===== config.mk =====
export PLATFORM = sky130hd
export DESIGN_NAME = fifo_wr_arbiter
export DESIGN_NICKNAME = d
export VERILOG_FILES = /design/src/rtl/fifo_wr_arbiter.sv
export SDC_FILE = /design/constraint.sdc
export NUM_CORES = 1
export LEC_CHECK = 0
export ABC_AREA = 1
export BUFFER_PORTS_ARGS = -buffer_cell sky130_fd_sc_hd__buf_4
export CORE_AREA = 2 2 94 96
export CTS_BUF_LIST = sky130_fd_sc_hd__clkbuf_2
export DETAILED_ROUTE_END_ITERATION = 8
export DIE_AREA = 0 0 96 98
export PLACE_DENSITY = 0.69
export SETUP_SLACK_MARGIN = 0.4
export SKIP_CTS_REPAIR_TIMING = 1
export SYNTH_ARGS = -nofsm -noshare
export SYNTH_HDL_FRONTEND = slang
export SYNTH_SLANG_ARGS = --single-unit

===== constraint.sdc =====
create_clock -name axis_clk -period 1.6 [get_ports axis_clk]
set_clock_uncertainty 0.1 [all_clocks]
set_input_delay 0.24 -clock axis_clk [delete_from_list [all_inputs] [get_ports axis_clk]]
set_output_delay 0.24 -clock axis_clk [all_outputs]
set_load 0.05 [all_outputs]

===== src/rtl/fifo_wr_arbiter.sv =====
// Round-robin, packet-locked arbiter sharing one FIFO write port between
// NUM_REQ stream requesters; a grant is held until last or the burst limit.
module fifo_wr_arbiter #(
    parameter int WIDTH     = 45,
    parameter int NUM_REQ   = 4,
    parameter int MAX_BURST = 16,
    localparam int ID_W     = $clog2(NUM_REQ)
) (
    input  logic                       axis_clk,
    input  logic                       axi_reset,
    input  logic [NUM_REQ-1:0]         s_vld,
    output logic [NUM_REQ-1:0]         s_rdy,
    input  logic [NUM_REQ-1:0]         s_last,
    input  logic [NUM_REQ*WIDTH-1:0]   s_data,
    output logic                       w_vld,
    input  logic                       w_rdy,
    output logic [WIDTH-1:0]           data_out,
    output logic                       grant_vld,
    output logic [ID_W-1:0]            grant_id
);

    localparam int BC_W = $clog2(MAX_BURST + 1);

    localparam logic [0:0] IDLE  = 1'b0;
    localparam logic [0:0] GRANT = 1'b1;

    logic [0:0]      state;
    logic [ID_W-1:0] last_grant;
    logic [BC_W-1:0] beat_cnt;

    logic            sel_vld;
    logic [ID_W-1:0] sel_id;
    logic [ID_W:0]   cand_w;
    logic [ID_W-1:0] cand;
    logic            beat;
    logic            release_grant;
    logic [WIDTH-1:0] data_mux;

    // Search upward from the channel after the last winner, wrapping, so the
    // most recently served channel ends up with the lowest priority.
    always_comb begin
        sel_vld = 1'b0;
        sel_id  = '0;
        cand_w  = '0;
        cand    = '0;
        for (int k = 1; k <= NUM_REQ; k++) begin
            cand_w = {1'b0, last_grant} + (ID_W+1)'(k);
            if (cand_w >= (ID_W+1)'(NUM_REQ)) begin
                cand_w = cand_w - (ID_W+1)'(NUM_REQ);
            end
            cand = cand_w[ID_W-1:0];
            if (!sel_vld && s_vld[cand]) begin
                sel_vld = 1'b1;
                sel_id  = cand;
            end
        end
    end

    always_comb begin
        data_mux = '0;
        for (int i = 0; i < NUM_REQ; i++) begin
            if (ID_W'(i) == grant_id) begin
                data_mux = s_data[i*WIDTH +: WIDTH];
            end
        end
    end

    // Write-side handshake is purely combinational from the registered grant,
    // so a reset can never leave a half-issued beat behind.
    always_comb begin
        s_rdy = '0;
        if (state == GRANT) begin
            s_rdy[grant_id] = w_rdy;
        end
    end

    assign grant_vld     = (state == GRANT);
    assign w_vld         = grant_vld && s_vld[grant_id];
    assign data_out      = grant_vld ? data_mux : '0;
    assign beat          = w_vld && w_rdy;
    assign release_grant = beat && (s_last[grant_id] ||
                                    (beat_cnt == BC_W'(MAX_BURST - 1)));

    always_ff @(posedge axis_clk) begin
        if (axi_reset) begin
            state      <= IDLE;
            grant_id   <= '0;
            last_grant <= ID_W'(NUM_REQ - 1);
            beat_cnt   <= '0;
        end else begin
            case (state)
                IDLE: begin
                    if (sel_vld) begin
                        grant_id <= sel_id;
                        beat_cnt <= '0;
                        state    <= GRANT;
                    end
                end
                GRANT: begin
                    if (release_grant) begin
                        state      <= IDLE;
                        last_grant <= grant_id;
                        beat_cnt   <= '0;
                    end else if (beat) begin
                        beat_cnt <= beat_cnt + BC_W'(1);
                    end
                end
                default: state <= IDLE;
            endcase
        end
    end

endmodule


# After elaboration in Yosys (flattened, before gate mapping)
# Cells that the tools add are included.
# word_totals
register_bits,10
latchBits,0
ram_bits,0
rom_bits,0
input_bits,191
out_inout_bits,53
wordCells,85
n_memories,0
# classes
n_addsub,9
n_mul,0
n_div,0
order_cmp,10
eq_ne,6
shift,0
n_mux,39
bitwise,2
reduce_logical,15
# ops
operator,count
$mux W45,5
$mux W2,8
$lt A2 B3 Y1 const B,5
$mux W5,3
$mux W1,13
$bmux W1 S2,6
$ge A3 B3 Y1 const B,4
$pmux W5 S2,1
$sub A2 B1 Y2 const B,4
$logic_and A1 B1 Y1,7
$add A2 B2 Y3 const B,2
$reduce_and A2 Y1,3
$add A5 B1 Y5 const B,1
$eq A5 B4 Y1 const B,1
$and A4 B4 Y4,1
$eq A2 B2 Y1 const A,2
$mux W4,1
$add A2 B1 Y3 const B,1
$add A2 B3 Y3 const B,1
$logic_not A1 Y1,3
$ne A3 B1 Y1 const B,1
$demux W1 S2,1
$eq A1 B2 Y1 const A,1
$ge A2 B1 Y1 const B,1
other kinds (5),5

# Logic depth before layout (Yosys ltp)
# Gate-level depths: netlist of run 1.
# depth
word_depth,17
depth_mapped,13
ltp_nobuf,12

# Least setup slack after synthesis of run 1
# Ideal clock, no wire load.
# synth_timing
path_kind,reg-to-output
start,register grant_id[0]
end,output port data_out[23]
arrival_ps,2367
required_time_ps,1260
setup_slack_ps,-1107
path_stages_with_launch,8
path_buffers,3
cell_sequence,dfxtp_1 -> buf_2 -> nand2_1 -> buf_2 -> inv_2 -> clkbuf_1 -> nand2_1 -> a21oi_1
# synth_between
elab_chain_len,6
elab_cells_between_ends,9
cone_classes,eq/ne: 3; mux: 5; reduce/logical: 1
# synth_lines
item,line_no,rtl
"start, declared",19,output logic [ID_W-1:0] grant_id
"start signal, assigned",94,grant_id <= sel_id;
$logic_not A2 Y1,62,if (ID_W'(i) == grant_id) begin
$mux W45 (3 in series),62,
$mux W45 *,62,
$mux W45 *,79,assign data_out = grant_vld ? data_mux : '0;
"end, declared",17,"output logic [WIDTH-1:0] data_out,"
# Mark *: on every way between the ends. The rest lies on a longest branch, timed or not.

# Worst setup path after layout of run 1
# layout_timing
start,register grant_id[0]
end,output port data_out[40]
# Same word-level chain as after synthesis.

==> run metrics, run 1 <==
Slowest-stage cell, CP=sky130_fd_sc_hd__dfxtp_4; Post-Synthesis Net Count=622; VDD IR-drop max=0.482 mV; diode count=0; Crit path buffers/inverters=3; portion of the clock cycle consumed by the worst path in the final layout=121%; Critical Path Start Type=register; final-layout worst hold slack=71.7 ps; Die Footprint=9410 µm²; global route overflow=0; Critical Path Sink Type=primary output; die span in x=96 µm; flops & latches, synth=10; setup violators final=55; kind of cell adding the most delay to the critical path=buffers and inverters; vias after detailed routing=4067; number of nets in the layout=878; number of ports placed on the die boundary=about 240; CTS H-tree lvls=1; Post-synth top flop=sky130_fd_sc_hd__dfxtp_1; vias in the first global route=3906; Remaining DRCs=0; setup repair after global routing missed its margin=true; total routed wirelength=between 10 and 15 mm; critical path, cell by cell=inv_2, buf_12, nor2_1, nor2_4, o221ai_4, a21oi_4, buf_6; final critical delay including setup and external delays=around 1900 ps; clock root buffer=sky130_fd_sc_hd__clkbuf_2; Arrival @ worst endpoint=about 1600 ps; drt first pass iters=4; Synth Cell Area=2290 µm²; violations in the final reports=setup timing; run status=finished, violations left; post-detailed-placement half-perimeter wirelength=9.89 mm; area of the core=8470 µm²; starting density of the core=27.0%; portion of synthesized cell area occupied by the leading cell type=~15%; Max Clock Freq=0.515 GHz; sequential share of the synthesized area=8.75%; total instance count after detailed placement=775; gr usage total=24.4%; Port Buffers=243; leading cell type by number of instances after synthesis=sky130_fd_sc_hd__nand2_1; Setup WS post-layout=-341 ps; CP required=between 1000 and 1500 ps; number of placement rows=34; fraction of layout instances using a drive strength above 1=about 67%; cell count after synthesis=429; final sum of negative setup slack=-12850 ps; largest net degree at the start of global routing=35; clock transition time at the flip-flop clock pins of the worst setup and hold paths=110 ps; Vias per Instance=between 5 and 6; synth warn=0; clock tree sinks=10; unique cell type count in the Yosys netlist=31; RePlAce Congestion=0.978; top cell type by total area after synthesis=sky130_fd_sc_hd__nand3_1; worst hold path class=in2reg; top post-synthesis cells by count=sky130_fd_sc_hd__nand2_1 (88), sky130_fd_sc_hd__nand3_1 (67), sky130_fd_sc_hd__nor2_1 (57); main area contributors after synthesis=sky130_fd_sc_hd__nand3_1 (15%), sky130_fd_sc_hd__nand2_1 (14%), sky130_fd_sc_hd__nor2_1 (9.3%); average wire length per cell after detail routing=16.4 µm; Clk Latency, worst-skew pair=~260 ps; share of synthesized flip-flops with an asynchronous set or reset=0%; first-pass GRT wire length=18.8 mm; relative max-transition margin=79.0%; Worst-Margin Slew=312 ps; mean instance size in the synthesized netlist=5.33 µm²; number of synthesized flops with an enable pin=0; Non-Filler Instances=792; count of final max-slew check failures=0; Leakage Power=between 2 and 3 nW; maximum fanout encountered on the critical timing path=19; CP peak stage delay=400 ps; Power Dens Cells=approximately 750 nW/µm²; max capacitance violation total=0; initial antenna violation count=0; Num CTS Buffers=3; post-detailed-route count of antenna-violating nets=0; TritonCTS clock tree=built; # fillers=around 680; Detailed Route Iter0 Violations=98; final number of hold-violating endpoints=0; Longest Clk Path Bufs=2; layout overhead on the synthesized area=156%; floorplan die height=98 µm; startpoint-to-endpoint class of the critical path=reg2out
==> path summary, 6_finish.rpt <==
| path | slack, ps | end | startpoint | cells after the start |
|---|---|---|---|---|
| min | 70 | beat_cnt[0]$_SDFFE_PP0P_ | axi_reset | 2 |
| max | -340 | data_out[40] | grant_id[0]$_SDFFE_PP0P_ | 7 |
| min reg2reg | 440 | beat_cnt[3]$_SDFFE_PP0P_ | beat_cnt[3]$_SDFFE_PP0P_ | 2 |
| max reg2reg | -100 | beat_cnt[0]$_SDFFE_PP0P_ | grant_id[1]$_SDFFE_PP0P_ | 10 |
==> layout by cell type, fill, tap and decap left out, types with 3 or more instances in the layout <==
master / Yosys / routed
sky130_fd_sc_hd__nand3_2: 0 / 11
sky130_fd_sc_hd__nor2_1: 57 / 28
sky130_fd_sc_hd__buf_12: 0 / 11
sky130_fd_sc_hd__a21oi_4: 0 / 21
sky130_fd_sc_hd__nor2_4: 2 / 28
sky130_fd_sc_hd__buf_6: 1 / 28
sky130_fd_sc_hd__nand2_1: 88 / 65
sky130_fd_sc_hd__inv_2: 6 / 28
sky130_fd_sc_hd__buf_8: 0 / 25
sky130_fd_sc_hd__nor2_2: 1 / 4
sky130_fd_sc_hd__clkbuf_2: 0 / 3
sky130_fd_sc_hd__o221ai_4: 0 / 11
sky130_fd_sc_hd__o21ai_1: 1 / 6
sky130_fd_sc_hd__inv_1: 38 / 13
sky130_fd_sc_hd__o21ai_0: 27 / 20
sky130_fd_sc_hd__o221ai_2: 0 / 9
sky130_fd_sc_hd__buf_4: 0 / 218
sky130_fd_sc_hd__nand3_1: 67 / 56
sky130_fd_sc_hd__nand2_4: 3 / 12
sky130_fd_sc_hd__o211ai_1: 27 / 27
sky130_fd_sc_hd__dfxtp_4: 0 / 5
sky130_fd_sc_hd__nand2_2: 7 / 20
sky130_fd_sc_hd__dfxtp_1: 10 / 3
==> where the power goes <==
part | internal (mW) | switching (mW)
registers | 0.277 | 0.0455
logic | 1.69 | 2.21
clock network | 0.0543 | 0.0901
total | 2.02 | 2.34
==> sequential cells by signal (all words and copies together) (netlist names) <==
signal / flops
last_grant: 2
grant_vld: 1
grant_id: 2
beat_cnt: 5
==> logic make-up (layout without fill, tap and decap cells) <==
kind of cell / after synthesis / after routing / share of synthesized area, %
buffers and inverters: 80 / 334 / 14.2
XOR/XNOR: 2 / 2 / 0.766
adder cells (fa/ha/maj): 2 / 2 / 1.09
AO/OA/AOI/OAI: 103 / 103 / 29.1
flip-flops: 10 / 10 / 8.75
AND/OR/NAND/NOR: 232 / 233 / 46.1
==> cell type report <==
| cell class | instances | area, µm² | share of cell area [%] |
|---|---|---|---|
| inverters | 47 | 199 | 3.40 |
| clock inverters | 1 | 3.75 | 0.0641 |
| repair buffers | 283 | 2570 | 44.0 |
| clock buffers | 3 | 15.0 | 0.257 |
| flip-flops and latches | 10 | 221 | 3.78 |
| multi-input cells | 340 | 2710 | 46.2 |
| well taps | 108 | 135 | 2.31 |
==> metrics by stage <==
stage | area [µm²] | utilization (%) | setup slack, ps | power [mW]
2_1_floorplan | 3100 | - | -200 | 2.59
3_3_place_gp | 5080 | 60.0 | -31.9 | 3.58
3_5_place_dp | 5080 | 60.0 | -82.3 | 3.62
4_1_cts | 5100 | 60.2 | -358 | 3.78
5_1_grt | 5850 | 69.1 | -449 | 4.62
6_report | 5850 | 69.1 | -341 | 4.36
==> worst reg2reg max path: cells and delay by family, from the launching register on <==
family / cells / cell delay, ps
compound gates: 2 / 250
buf+inv: 2 / 270
flops: 1 / 440
simple gates: 6 / 580
==> routing by layer <==
layer | up-vias | wire length (µm) | global-route usage, % | part of all wire [%]
met3 | 42 | 1010 | 5.09 | 7.8
met5 | - | 0 | 0 | 0
met4 | 0 | 535 | 7.91 | 4.1
li1 | 1981 | - | - | -
met2 | 181 | 6850 | 44.6 | 53
met1 | 1863 | 4560 | 27.4 | 35
(Power assumes the default switching activity.)
==> run 2: changes to the inputs <==
Settings changed: SETUP_SLACK_MARGIN 0.4 to unset.
==> run 2 against run 1 <==
Effect of this change: the run still ends with setup timing left; via count up 4.4%; die area stayed put; critical path depth stayed put; sequential share of layout area is 0.22 points lower; utilization rose by 3.1 points.
==> run metrics, run 2 (synthesis gave the netlist of run 1 again) <==
run status=finished, violations left; violations in the final reports=setup timing; critical path, cell by cell=nor2_4, buf_6, inv_8, buf_12, o221ai_2, a21oi_4, buf_6; floorplan die height=98 µm; share of the core filled with cells in the final layout=~72%; Clk Latency, worst-skew pair=270 ps; total net switching power=about 2.5 mW; Die Footprint=around 9400 µm²; relative max-transition margin=77.6%; Largest register FFs=5; post-route standard cell area excluding fillers=6110 µm²; kind of cell adding the most delay to the critical path=buffers and inverters; final critical delay including setup and external delays=1950 ps; Regs by FF count=beat_cnt (5), grant_id (2), last_grant (2); Remaining DRCs=0; Longest Clk Path Bufs=2; cell mode on critical path=sky130_fd_sc_hd__buf_6; Detailed Route Iter0 Violations=120; # fillers=639; final number of hold-violating endpoints=0; Non-Filler Instances=between 800 and 900; VDD IR-drop max=0.436 mV; number of placement rows=34; diode count=0; Slowest-stage cell, CP=sky130_fd_sc_hd__dfxtp_4; Sw Share=52.3%; Arrival @ worst endpoint=1610 ps; Vias per Instance=5.23; number of nets in the layout=between 800 and 900; setup violators final=58; Max Clock Freq=just over 0.5 GHz; post-place instance area=5120 µm²; startpoint-to-endpoint class of the critical path=reg2out; register bank with the most flops=beat_cnt; share of power burned in combinational logic=about 90%; top library cells by usage in the layout, fill and taps aside=sky130_fd_sc_hd__buf_4 (224), sky130_fd_sc_hd__nand2_1 (64), sky130_fd_sc_hd__nand3_1 (55), sky130_fd_sc_hd__buf_8 (30), sky130_fd_sc_hd__buf_6 (30); clock root buffer=sky130_fd_sc_hd__clkbuf_2; TritonCTS clock tree=built; vias in the first global route=3883; Port Buffers=243; largest net degree at the start of global routing=50; RePlAce Congestion=0.916; CP required=1260 ps; Power Dens Cells=767 nW/µm²; total instance count after detailed placement=~790; total routed wirelength=~14 mm; clock transition time at the flip-flop clock pins of the worst setup and hold paths=110 ps; first-pass GRT wire length=17.9 mm; Critical Path Start Type=register; Num CTS Buffers=3; Setup WS post-layout=-348 ps; count of final max-slew check failures=0; drt first pass iters=5; number of ports placed on the die boundary=244; post-detailed-placement half-perimeter wirelength=9.58 mm; gr usage total=23.0%; CP peak stage delay=400 ps; post-detailed-route count of antenna-violating nets=0; share of total power in sequential cells=6.8%; portion of the clock cycle consumed by the worst path in the final layout=122%; initial antenna violation count=0; die span in x=approximately 96 µm; layout overhead on the synthesized area=167%; maximum fanout encountered on the critical timing path=6; setup repair after global routing missed its margin=true; fraction of layout instances using a drive strength above 1=around two thirds; worst hold path class=in2reg; Leakage Power=2.90 nW; Critical Path Sink Type=primary output; clock tree sinks=10; global route overflow=0; final-layout worst hold slack=44.3 ps; Worst-Margin Slew=between 300 and 400 ps; leading cell type in the layout, fill and taps excluded=sky130_fd_sc_hd__buf_4; Internal Dissipation=2.24 mW; clock group share of total power=under 10%; final sum of negative setup slack=-14850 ps; vias after detailed routing=4245; starting density of the core=roughly 27%; CTS H-tree lvls=1; area of the core=roughly 8500 µm²; average wire length per cell after detail routing=17.3 µm; Crit path buffers/inverters=4; max capacitance violation total=0
[run 2: cell count changes in the layout (fill, tap and decap cells not counted), moves of 2 or more]
| cell | previous run | this run |
|---|---|---|
| sky130_fd_sc_hd__buf_6 | 28 | 30 |
| sky130_fd_sc_hd__ha_4 | 2 | 0 |
| sky130_fd_sc_hd__ha_2 | 0 | 2 |
| sky130_fd_sc_hd__inv_1 | 13 | 11 |
| sky130_fd_sc_hd__nand2_2 | 20 | 22 |
| sky130_fd_sc_hd__buf_4 | 218 | 224 |
| sky130_fd_sc_hd__buf_8 | 25 | 30 |
| sky130_fd_sc_hd__o21ai_0 | 20 | 17 |
| sky130_fd_sc_hd__o21ai_1 | 6 | 10 |
| sky130_fd_sc_hd__clkbuf_16 | 1 | 7 |
[run 2: cell type report]
type,instances,area [µm²],area share [%]
flip-flops and latches,10,218,3.56
multi-input cells,340,2670,43.7
repair buffers,302,2870,46.9
inverters,47,205,3.36
well taps,108,135,2.21
clock buffers,4,20.0,0.327
[run 2: per-stage QoR]
stage	setup slack, ps	power (mW)
3_5_place_dp	-85.8	3.66
6_report	-348	4.69
4_1_cts	-404	3.83
5_1_grt	-426	4.91
3_3_place_gp	-38.6	3.62
2_1_floorplan	-200	2.55
[run 2: final timing paths]
kind | from | end | slack, ps | cells after the start
worst min register to register | beat_cnt[3]$_SDFFE_PP0P_ | beat_cnt[3]$_SDFFE_PP0P_ | 420 | 2
worst max-delay path | grant_id[0]$_SDFFE_PP0P_ | data_out[33] | -350 | 7
worst min-delay path | axi_reset | beat_cnt[2]$_SDFFE_PP0P_ | 40 | 2
worst max register to register | grant_id[0]$_SDFFE_PP0P_ | beat_cnt[2]$_SDFFE_PP0P_ | -110 | 11
[run 2: worst register-to-register path, stage by stage, from the launching register on]
cell and delay (ps):
sky130_fd_sc_hd__dfxtp_4 430, sky130_fd_sc_hd__nor2_4 60, sky130_fd_sc_hd__buf_6 130, sky130_fd_sc_hd__buf_6 120, sky130_fd_sc_hd__buf_6 110, sky130_fd_sc_hd__a21oi_4 130
sky130_fd_sc_hd__nand3_2 100, sky130_fd_sc_hd__nand2_4 120, sky130_fd_sc_hd__nand2_2 60, sky130_fd_sc_hd__nor2_2 100, sky130_fd_sc_hd__nand2_1 60, sky130_fd_sc_hd__a21oi_1 120
[run 2: power by group through the flow]
stage / combinational (mW) / sequential [mW] / clock [mW]
floorplan: 2.21 / 0.340 / 0
global placement: 3.31 / 0.317 / 0
detailed placement: 3.34 / 0.319 / 0
CTS: 3.35 / 0.313 / 0.168
global route: 4.41 / 0.325 / 0.180
finish: 4.20 / 0.319 / 0.164
[run 2: layer usage]
metal,track usage [%],share of wire [%],vias to the layer above,wire length [µm]
met1,26.7,36,1968,5080
met4,8.02,4.0,0,562
met5,0,0,-,0
met2,42.1,53,207,7460
li1,-,-,2025,-
met3,3.16,6.7,45,945
==> run 3: changes to the inputs <==
Settings changed: BUFFER_PORTS_ARGS -buffer_cell sky130_fd_sc_hd__buf_4 to unset, DONT_BUFFER_PORTS set to 1, PLACE_DENSITY 0.69 to 0.45.
==> run 3 against run 2 <==
Effect of this change: worst hold slack improved by 46 ps; flip-flop and latch count unchanged; total power decreased by 19%; global-route usage decreased by 3.0 points; clock power decreased by 9%; highest routed layer unchanged; the flow still finishes with violations (setup timing); largest power group unchanged; fmax increased by 2.8%; register-to-register slack improved by 40 ps; critical path depth unchanged; non-clock buffer count decreased by 218; final cell count decreased by 27%.
==> run metrics, run 3 (synthesis gave the netlist of run 1 again) <==
critical path, cell by cell=nand2_4, inv_6, buf_12, nor2_4, o221ai_2, a21oi_4, buf_12; area of the core=8470 µm²; Die Footprint=9410 µm²; clock tree sinks=10; starting density of the core=27.0%; Leakage Power=1.76 nW; number of ports placed on the die boundary=~240; total routed wirelength=approximately 11 mm; leading cell type in the layout, fill and taps excluded=sky130_fd_sc_hd__nand2_1; Detailed Route Iter0 Violations=138; Sw Share=56.9%; Vias per Instance=5.50; average wire length per cell after detail routing=17.8 µm; CTS H-tree lvls=1; final critical delay including setup and external delays=1890 ps; portion of the clock cycle consumed by the worst path in the final layout=118%; CP required=roughly 1300 ps; initial antenna violation count=0; Internal Dissipation=1.63 mW; worst setup slack after placement=-97.9 ps; Hold Crit Start=axi_reset; layout overhead on the synthesized area=83.5%; setup violators final=57; vias in the first global route=3117; # fillers=848; Num CTS Buffers=3; top library cells by usage in the layout, fill and taps aside=sky130_fd_sc_hd__nand2_1 (71), sky130_fd_sc_hd__nand3_1 (61), sky130_fd_sc_hd__buf_4 (40), sky130_fd_sc_hd__buf_12 (34), sky130_fd_sc_hd__nor2_1 (30); final sum of negative setup slack=-11440 ps; die span in x=96 µm; final number of hold-violating endpoints=0; clock group share of total power=3.9%; global route overflow=0; gr usage total=between 20% and 30%; clock transition time at the flip-flop clock pins of the worst setup and hold paths=120 ps; VDD IR-drop max=0.700 mV; TritonCTS clock tree=built; worst setup path startpoint=grant_id[1]$_SDFFE_PP0P_; worst hold path class=in2reg; CP peak stage delay=410 ps; diode count=0; Worst-Margin Slew=between 300 and 400 ps; Critical Path Start Type=register; violations in the final reports=setup timing; cell mode on critical path=sky130_fd_sc_hd__buf_12; share of the core filled with cells in the final layout=49.6%; first-pass GRT wire length=15.2 mm; Setup WS post-layout=-294 ps; Remaining DRCs=0; final-layout worst hold slack=90.6 ps; Largest register FFs=5; maximum fanout encountered on the critical timing path=10; register bank with the most flops=beat_cnt; startpoint-to-endpoint class of the critical path=reg2out; Longest Clk Path Bufs=2; largest net degree at the start of global routing=26; Clk Latency, worst-skew pair=260 ps; Critical Path Sink Type=primary output; RePlAce Congestion=0.776; Power Dens Cells=about 900 nW/µm²; Regs by FF count=beat_cnt (5), grant_id (2), last_grant (2); worst r2r src=grant_id[0]$_SDFFE_PP0P_; Max Clock Freq=0.528 GHz; drt first pass iters=5; share of total power in sequential cells=8.5%; fraction of layout instances using a drive strength above 1=about 50%; post-detailed-placement half-perimeter wirelength=8.51 mm; floorplan die height=98 µm; Port Buffers=0; vias after detailed routing=3260; Slowest-stage cell, CP=sky130_fd_sc_hd__dfxtp_4; max capacitance violation total=0; share of power burned in combinational logic=a little under 90%; count of final max-slew check failures=0; total net switching power=2.15 mW; number of placement rows=34; run status=finished, violations left; post-detailed-route count of antenna-violating nets=0; relative max-transition margin=approximately four fifths; Arrival @ worst endpoint=around 1600 ps; number of nets in the layout=679; setup repair after global routing missed its margin=true; clock root buffer=sky130_fd_sc_hd__clkbuf_2
## run 3: cell types whose count changed in the layout (fill, tap and decap cells not counted), sizes merged
cell         delta
clkbuf          -7
dlygate4sd3     +1
buf           -213
clkinv          +1
## run 3: final cells by class
type / instances / area [µm²] / area share [%]
Timing Repair Buffer: 84 / 1110 / 26.4
Clock buffer: 3 / 15.0 / 0.357
Sequential cell: 10 / 216 / 5.15
Clock inverter: 1 / 3.75 / 0.0894
Tap cell: 108 / 135 / 3.22
Multi-Input combinational cell: 340 / 2520 / 60.1
Inverter: 47 / 198 / 4.71
## run 3: path summary, 6_finish.rpt
| kind | to | slack, ps | cells past startpoint |
|---|---|---|---|
| setup / recovery | data_out[35] | -290 | 7 |
| hold reg to reg | beat_cnt[3]$_SDFFE_PP0P_ | 440 | 2 |
| hold / removal | last_grant[0]$_SDFFE_PP1P_ | 90 | 2 |
| setup reg to reg | beat_cnt[3]$_SDFFE_PP0P_ | -70 | 11 |
## run 3: worst max-delay path: cells and delay by family, from the launching register on
kind / cells / cell delay, ps
flip-flops: 1 / 410
buffers and inverters: 3 / 380
AO/OA/AOI/OAI: 2 / 310
AND/OR/NAND/NOR: 2 / 210
## run 3: power groups by stage
stage / Clock (mW) / Combinational (mW) / Sequential, mW
final: 0.149 / 3.30 / 0.322
after global routing: 0.171 / 3.50 / 0.328
after CTS: 0.152 / 3.12 / 0.313
after detailed placement: 0 / 3.12 / 0.318
after global placement: 0 / 3.08 / 0.318
after floorplan: 0 / 2.21 / 0.340
## run 3: routing by layer
layer	global-route usage, %	part of all wire (%)	vias up
met2	36.9	52	168
met5	0	0	-
met3	3.78	8.1	12
li1	-	-	1585
met4	3.30	0.87	0
met1	23.8	39	1495
## run 3: per-stage QoR
stage / power [mW] / instances / area, µm²
6_report: 3.77 / 593 / 4200
5_1_grt: 4.00 / 593 / 4200
4_1_cts: 3.59 / 581 / 3840
3_5_place_dp: 3.44 / 577 / 3820
3_3_place_gp: 3.40 / 577 / 3820
2_1_floorplan: 2.55 / 429 / 3010
